**config.mk**
```make
export PLATFORM = sky130hd
export DESIGN_NAME = inject_port_arbiter_flat
export DESIGN_NICKNAME = d
export VERILOG_FILES = /design/src/rtl/inject_port_arbiter_if.sv /design/src/rtl/inject_port_arbiter.sv /design/src/flat_wrapper.sv
export SDC_FILE = /design/constraint.sdc
export NUM_CORES = 1
export LEC_CHECK = 0
export CORE_MARGIN = 2
export CORE_UTILIZATION = 40
export CTS_CLUSTER_DIAMETER = 80
export CTS_CLUSTER_SIZE = 12
export DETAILED_ROUTE_END_ITERATION = 8
export GPL_ROUTABILITY_DRIVEN = 0
export PLACE_DENSITY = 0.74
export SETUP_SLACK_MARGIN = 0.3
export SYNTH_ARGS = -nofsm -noshare
export SYNTH_HDL_FRONTEND = slang
export SYNTH_SLANG_ARGS = --single-unit
```
**constraint.sdc**
```tcl
create_clock -name clk -period 5.8 [get_ports clk]
set_input_delay 1.16 -clock clk [delete_from_list [all_inputs] [get_ports clk]]
set_output_delay 1.16 -clock clk [all_outputs]
set_load 0.05 [all_outputs]
```
**src/rtl/inject_port_arbiter_if.sv**
```systemverilog
// Bundle between several injectors, the arbiter and one router local input port.
// The injector/router side drives through master; the arbiter attaches as slave.
interface inject_port_arbiter_if #(
  parameter int NREQ = 4,
  parameter int PKTW = 56
);
  logic [NREQ-1:0]      req_in;
  logic [NREQ*PKTW-1:0] pkt_in;
  logic [NREQ-1:0]      full_out;
  logic [NREQ-1:0]      gnt_out;
  logic                 dn_req;
  logic                 dn_gnt;
  logic                 dn_full;
  logic [PKTW-1:0]      pkt_out;
  logic [NREQ*16-1:0]   grant_cnt;
  logic [15:0]          drop_cnt;

  modport master (
    output req_in, pkt_in, dn_gnt, dn_full,
    input  full_out, gnt_out, dn_req, pkt_out, grant_cnt, drop_cnt
  );

  modport slave (
    input  req_in, pkt_in, dn_gnt, dn_full,
    output full_out, gnt_out, dn_req, pkt_out, grant_cnt, drop_cnt
  );
endinterface

```
**src/rtl/inject_port_arbiter.sv**
```systemverilog
// Round-robin arbiter that shares one router local input port between NREQ injectors,
// with a bounded wait for the downstream grant and per-injector delivery counters.
//
// state   | meaning
// IDLE    | waiting for a request while the router FIFO has room; picks the winner
// FWD_REQ | packet latched, raising dn_req
// WAIT_DN | dn_req held until dn_gnt or the wait counter hits TIMEOUT
// ACK     | one-cycle grant pulse to the winner, lets it drop req_in
module inject_port_arbiter #(
  parameter int          NREQ    = 4,
  parameter int          PKTW    = 56,
  parameter logic [15:0] TIMEOUT = 16'd1023
) (
  input logic               clk,
  input logic               reset,
  inject_port_arbiter_if.slave bus
);
  localparam int IW = (NREQ > 1) ? $clog2(NREQ) : 1;

  typedef enum logic [1:0] {
    IDLE    = 2'b00,
    FWD_REQ = 2'b01,
    WAIT_DN = 2'b10,
    ACK     = 2'b11
  } state_t;

  state_t             state, stateNext;
  logic [IW-1:0]      ptr, ptrNext;
  logic [IW-1:0]      idx, idxNext;
  logic [PKTW-1:0]    pktOut, pktNext;
  logic               dnReq, dnReqNext;
  logic [NREQ-1:0]    gnt, gntNext;
  logic [15:0]        waitCnt, waitNext;
  logic [NREQ*16-1:0] grantCnt, grantCntNext;
  logic [15:0]        dropCnt, dropNext;

  logic [IW-1:0]      winner;
  logic [IW-1:0]      cand;
  logic               found;

  // Search starts just past the last granted index, so the previous winner goes last.
  always_comb begin
    winner = '0;
    cand   = '0;
    found  = 1'b0;
    for (int k = 1; k <= NREQ; k++) begin
      cand = IW'((int'(ptr) + k) % NREQ);
      if (!found && bus.req_in[cand]) begin
        winner = cand;
        found  = 1'b1;
      end
    end
  end

  always_comb begin
    stateNext    = state;
    ptrNext      = ptr;
    idxNext      = idx;
    pktNext      = pktOut;
    dnReqNext    = dnReq;
    gntNext      = gnt;
    waitNext     = waitCnt;
    grantCntNext = grantCnt;
    dropNext     = dropCnt;
    case (state)
      IDLE: begin
        if ((bus.req_in != '0) && !bus.dn_full) begin
          idxNext   = winner;
          pktNext   = bus.pkt_in[int'(winner)*PKTW +: PKTW];
          stateNext = FWD_REQ;
        end
      end
      FWD_REQ: begin
        dnReqNext = 1'b1;
        waitNext  = '0;
        stateNext = WAIT_DN;
      end
      WAIT_DN: begin
        if (bus.dn_gnt) begin
          dnReqNext    = 1'b0;
          gntNext      = '0;
          gntNext[idx] = 1'b1;
          ptrNext      = idx;
          if (grantCnt[int'(idx)*16 +: 16] != 16'hFFFF)
            grantCntNext[int'(idx)*16 +: 16] = grantCnt[int'(idx)*16 +: 16] + 16'd1;
          stateNext    = ACK;
        end else if (waitCnt == TIMEOUT) begin
          // Abort without a grant; the injector keeps requesting and is re-arbitrated.
          dnReqNext = 1'b0;
          if (dropCnt != 16'hFFFF)
            dropNext = dropCnt + 16'd1;
          stateNext = IDLE;
        end else begin
          waitNext  = waitCnt + 16'd1;
          dnReqNext = 1'b1;
        end
      end
      ACK: begin
        gntNext   = '0;
        stateNext = IDLE;
      end
      default: stateNext = IDLE;
    endcase
  end

  always_ff @(posedge clk or negedge reset) begin
    if (!reset) begin
      state    <= IDLE;
      ptr      <= IW'(NREQ - 1);
      idx      <= '0;
      pktOut   <= '0;
      dnReq    <= 1'b0;
      gnt      <= '0;
      waitCnt  <= '0;
      grantCnt <= '0;
      dropCnt  <= '0;
    end else begin
      state    <= stateNext;
      ptr      <= ptrNext;
      idx      <= idxNext;
      pktOut   <= pktNext;
      dnReq    <= dnReqNext;
      gnt      <= gntNext;
      waitCnt  <= waitNext;
      grantCnt <= grantCntNext;
      dropCnt  <= dropNext;
    end
  end

  always_comb begin
    bus.full_out = '0;
    for (int i = 0; i < NREQ; i++)
      bus.full_out[i] = bus.dn_full | ((state != IDLE) && (idx != IW'(i)));
  end

  assign bus.gnt_out   = gnt;
  assign bus.dn_req    = dnReq;
  assign bus.pkt_out   = pktOut;
  assign bus.grant_cnt = grantCnt;
  assign bus.drop_cnt  = dropCnt;
endmodule
```
**src/flat_wrapper.sv**
```systemverilog
// flat-port wrapper written by rule: the top's interface ports become plain ports
module inject_port_arbiter_flat 
#(
  parameter int          NREQ    = 4,
  parameter int          PKTW    = 56,
  parameter logic [15:0] TIMEOUT = 16'd1023
)
  (clk, reset, bus_req_in, bus_pkt_in, bus_dn_gnt, bus_dn_full, bus_full_out, bus_gnt_out, bus_dn_req, bus_pkt_out, bus_grant_cnt, bus_drop_cnt);
  inject_port_arbiter_if #(.NREQ(NREQ), .PKTW(PKTW)) bus_i ();
  input logic clk;
  input logic reset;
  input wire logic [$bits(bus_i.req_in)-1:0] bus_req_in;
  input wire logic [$bits(bus_i.pkt_in)-1:0] bus_pkt_in;
  input wire logic [$bits(bus_i.dn_gnt)-1:0] bus_dn_gnt;
  input wire logic [$bits(bus_i.dn_full)-1:0] bus_dn_full;
  output wire logic [$bits(bus_i.full_out)-1:0] bus_full_out;
  output wire logic [$bits(bus_i.gnt_out)-1:0] bus_gnt_out;
  output wire logic [$bits(bus_i.dn_req)-1:0] bus_dn_req;
  output wire logic [$bits(bus_i.pkt_out)-1:0] bus_pkt_out;
  output wire logic [$bits(bus_i.grant_cnt)-1:0] bus_grant_cnt;
  output wire logic [$bits(bus_i.drop_cnt)-1:0] bus_drop_cnt;
  assign bus_i.req_in = bus_req_in;
  assign bus_i.pkt_in = bus_pkt_in;
  assign bus_i.dn_gnt = bus_dn_gnt;
  assign bus_i.dn_full = bus_dn_full;
  assign bus_full_out = bus_i.full_out;
  assign bus_gnt_out = bus_i.gnt_out;
  assign bus_dn_req = bus_i.dn_req;
  assign bus_pkt_out = bus_i.pkt_out;
  assign bus_grant_cnt = bus_i.grant_cnt;
  assign bus_drop_cnt = bus_i.drop_cnt;
  inject_port_arbiter #(.NREQ(NREQ), .PKTW(PKTW), .TIMEOUT(TIMEOUT)) u_core (.clk(clk), .reset(reset), .bus(bus_i));
endmodule
```
## Word level (Yosys, flattened, before mapping)

Index checks and enable logic that the tools add are counted.

- Register bits after elaboration: 163
- Bits in latches: 0
- RAM bits: 0
- Bits in read-only memories: 0
- Input bits: 232
- Output and inout port bits: 145
- Word-level logic and storage cells: 103
- Memories: 0

- $add $sub $neg: 8
- $mul: 1
- Divide/modulo/power cells: 0
- Magnitude comparators: 6
- Equal/unequal tests: 14
- Shift-type cells: 4
- Multiplexer cells: 30
- Bitwise logic cells: 5
- Reductions and logical operators: 26

Operators with widths:

| cell | count |
|---|---|
| 224-bit by 32-bit indexed part select with 56-bit output | 1 |
| 64-bit bitwise mux | 1 |
| 16-bit by 33-bit variable shift with 64-bit output (first input constant) | 1 |
| 16-bit by 33-bit indexed part select with 64-bit output | 1 |
| 64-bit by 7-bit indexed part select with 16-bit output | 1 |
| 16-bit by 1-bit adder with 16-bit output (second input constant) | 3 |
| 6-bit negator with 33-bit output | 1 |
| 16-bit 2-to-1 mux | 2 |
| 16-bit inequality test (second input constant) | 2 |
| 16-bit one-hot mux with 2 select lines | 1 |
| 16-bit by 10-bit == test with 1-bit output (second input constant) | 1 |
| 2-bit by 3-bit less-than comparator with 1-bit output (second input constant) | 5 |
| 2-bit 2-to-1 mux | 7 |
| 1-bit 2-to-1 mux | 10 |
| 2-bit inequality test (second input constant) | 5 |
| 1-bit logical AND | 9 |
| 1-bit binary-select mux with 2-bit select | 4 |
| 2-bit one-hot mux with 4 select lines | 1 |
| 4-bit one-hot mux with 2 select lines | 1 |
| 2-bit AND reduction | 4 |
| 2-bit nonzero test | 4 |
| 3-bit AND reduction | 2 |
| 2-bit by 3-bit multiplier with 5-bit output (second input constant) | 1 |
| 2-bit by 1-bit adder with 2-bit output (second input constant) | 2 |
| 15 further kinds | 24 |

## Depth between registers and ports, before layout

- Depth in word-level cells: 15
- Depth in mapped cells: 12

## Worst setup path after synthesis

No wires, ideal clock.

- Path type: reg-to-output
- Start point: register u_core.idx[0]
- End point: output port bus_full_out[0]
- Arrival: 1.927 ns
- Required time: 4.640 ns
- Path slack: 2.713 ns
- Stages on the path, launching flop included: 7
- Cell sequence: dfrtp_1 -> buf_6 -> buf_12 -> buf_8 -> inv_1 -> ha_1 -> o21bai_1

- Word-level cells in the longest chain between the ends: 3

RTL lines:

| element | RTL line | text |
|---|---|---|
| start, declared | inject_port_arbiter.sv:29 | `logic [IW-1:0] idx, idxNext;` |
| start signal, assigned | inject_port_arbiter.sv:120 | `idx <= idxNext;` |
| 2-bit nonzero test | inject_port_arbiter.sv:133 | `bus.full_out[i] = bus.dn_full \| ((state != IDLE) && (idx != IW'(i)));` |
| 1-bit logical AND | inject_port_arbiter.sv:133 |  |
| 1-bit OR | inject_port_arbiter.sv:133 |  |
| end, declared | flat_wrapper.sv:16 | `output wire logic [$bits(bus_i.full_out)-1:0] bus_full_out;` |

Every way passes these cells.

## Final worst setup path

- Start point: register u_core.idx[1]
- End point: output port bus_full_out[0]

The elaborated chain is that of the path after synthesis.

==> metrics.yaml <==
status:
  outcome: "completed"
global_routing:
  use_met3_pct: 8.39
  grt_pass1_wl_um: 48900
  grt.met2_usage_pct: 44.0
  antenna_found_initial: 10
  grt_max_degree: 114
  grt_pass1_vias: 8578
  grt_use_met1_pct: 30.5
  grt.total_usage_pct: 26.2
  busiest_layer: "met2"
  grt.overflow.total: 0
die:
  coreArea_mm2: 0.0228
  die_w_um: 157
  fp.dieH_um: 157
  dieArea_mm2: 0.0245
  ios: 377
  rows: 55
  start_util_pct: 40.9
power_and_ir_drop:
  peakVddDrop_uv: 190
  pwr-share-seq_pct: 27.5
  leakage_nw: 5.89
  pwr-share-comb_pct: 51.1
  power.total_w: 0.00565
  internal_power_w: 0.00309
  power.share.clock_pct: 21.4
  swShare_pct: 45.2
  p_sw_w: 0.00255
  p_per_area_mw_per_mm2: 406
detailed_routing:
  wirelength_um: 32600
  wire_per_inst_um: 19.3
  drc: 0
  via_per_inst: 5.30
  ant_nets: 0
  vias: 8969
  drt-pass1-iter-count: 5
  drtIter0Drc: 591
layout:
  nets: 1606
  layout_commonest_cell: "clkdlybuf4s50_1"
  final_area_mm2: 0.0139
  final_cell_mix: "clkdlybuf4s50_1 (375), nand2_1 (263), dfrtp_1 (161)"
  areaGrowthSynthToFinish_pct: 49.1
  utilization_pct: 61.0
  layout-drive-gt1-share_pct: 5.10
job:
  maxCapViolCount: 0
critical_path:
  arrival_ns: 2.79
  r2r-start: "u_core.idx[1]"
  slowest_stage: "clkdlybuf4s50_1"
  slowest_delay_ns: 0.82
  crit_path_max_fanout: 14
  end_kind: "primary output"
  cp_top_family: "buffers and inverters"
  critPathRequiredTime_ns: 4.64
  crit_type: "reg -> out"
  path_cells: "inv_1 > ha_1 > o21bai_1 > clkdlybuf4s50_1"
  critPathLaunch: "u_core.idx[1]"
  worst-path-buf-inv: 2
  start_kind: "flip-flop"
sta:
  finalHoldViolCount: 0
  clock_skew_ns: 0.0156
  setup_tns_ns: 0
  fmax_ghz: 0.253
  relSlewSlack_pct: 30.8
  worst_pin_slew_ns: 1.04
  rsz0062_at_grt: "false"
  slew_viol_final: 0
  finalWorstSetupSlack_ns: 1.85
  finalCritPeriodShare_pct: 68.1
  fin_crit_ns: 3.95
  setup_viol: 0
logic_synthesis:
  synthesis.instances: 1027
  synth.cell_area_mm2: 0.00932
  synth-main-ff-cell: "dfrtp_1"
  synth_seq_area_share_pct: 43.8
  synthTopCellsByArea: "dfrtp_1 (43%), nand2_1 (11%), o31ai_1 (7.1%)"
  async_flop_share_pct: 100
  syn_area_per_cell_um2: 9.08
  ys_ff_latch: 163
  syn_nets: 1274
  synth_cell_types: 54
  synth_top_area_share_pct: 43.2
  yosysWarningCount: 0
  synth.largest_area_cell: "dfrtp_1"
  synth_edf_count: 0
worst_hold_path:
  hp-class: "reg -> reg"
  hold_start: "u_core.bus.pkt_out[53]"
placed_design:
  portBuffers: 376
  pre_cts_ws_ns: 1.85
  dpl_cell_area_mm2: 0.0133
  hpwl_um: 24300
clock_tree:
  cts_hold_buf: 0
  cts-root-buf: "clkbuf_16"
  cts_max_path_buffers: 2
  h-tree-depth: 4
  path_clk_slew_ns: 0.06
  cts.repair.resized: 0
  worst_skew_pair.late_latency_ns: 0.43
  cts_sinks: 163
  cts_tree: "built"
  cts_setup_buffers: 0
  cts_made_buffers: 17
[synth_stat cells (2+ instances only)]
master / n
a21oi_1: 9
a22o_1: 7
nand3_1: 13
buf_2: 13
inv_1: 18
ha_1: 15
and3_1: 64
nor2b_1: 3
o22ai_1: 3
o31ai_1: 88
mux2i_1: 2
dfstp_2: 2
a211oi_1: 60
or3_1: 2
o21ai_4: 4
o21bai_1: 4
clkbuf_1: 55
or2_1: 2
buf_6: 3
nor2_1: 31
nor2_2: 2
nor3_1: 4
nand2b_1: 5
nand4_2: 2
o21ai_1: 24
nand2_1: 264
xor2_1: 12
nor4_1: 2
mux4_1: 8
nand4_1: 11
nor3_4: 2
or2_0: 2
and4_1: 3
xnor2_1: 31
mux4_2: 7
a31oi_1: 2
dfrtp_1: 161
and2_1: 58
o21ai_0: 14
[tightest hold or removal path: stages, from the launching register on]
cell and delay [ns]:
dfrtp_1 0.34, nand2_1 0.05, o31ai_1 0.05
[layout make-up]
class / count / area [um^2]
Fill cell: 1969 / 8880
Multi-Input combinational cell: 772 / 4860
Sequential cell: 163 / 4080
Timing Repair Buffer: 387 / 3850
Clock buffer: 19 / 453
Tap cell: 313 / 392
Clock inverter: 13 / 173
Inverter: 18 / 67.6
Antenna cell: 7 / 17.5
[power groups by stage]
stage	combinational [W]	clock (W)	sequential (W)
after floorplan	0.00120	0	0.00226
after global placement	0.00287	0	0.00156
after detailed placement	0.00291	0	0.00157
after CTS	0.00291	0.00122	0.00155
after global routing	0.00310	0.00128	0.00159
final	0.00289	0.00121	0.00155
[worst paths after layout]
kind | end | slack (ns) | cells past startpoint
max in group asynchronous | u_core.bus.pkt_out[7] | 3.84 | 2
setup / recovery | bus_full_out[0] | 1.85 | 4
hold reg to reg | u_core.bus.pkt_out[53] | 0.48 | 2
min in group asynchronous | u_core.bus.grant_cnt[0] | 0.86 | 1
setup reg to reg | u_core.bus.grant_cnt[42] | 1.91 | 7
hold / removal | u_core.bus.pkt_out[53] | 0.48 | 2
[metal layers]
layer,up-vias,wire length [um]
li1,4280,-
met1,4293,12600
met2,332,16200
met3,56,2700
met4,8,1100
met5,-,56
[flip-flops by register name, summed over array words and instances, names as in the netlist]
signal,flops
u_core.bus.drop_cnt,16
u_core.idx,2
u_core.state,2
u_core.ptr,2
u_core.bus.gnt_out,4
u_core.bus.dn_req,1
u_core.bus.pkt_out,56
u_core.bus.grant_cnt,64
u_core.waitCnt,16
[cell families after synthesis]
kind of cell / share of synthesized area [%]
AND/OR/NAND/NOR: 24.2
AO/OA/AOI/OAI: 17.1
buffers and inverters: 4.46
multiplexers: 4.43
adder cells (fa/ha/maj): 2.01
XOR/XNOR: 4.04
flip-flops: 43.8
[metrics by stage]
stage                     cells  hold slack [ns]
after global routing       1691            0.496
final                      1692            0.478
after detailed placement   1653            0.466
after floorplan            1027            0.471
after global placement     1653            0.461
after CTS                  1685            0.482
Power figures use the tool's default switching activity.
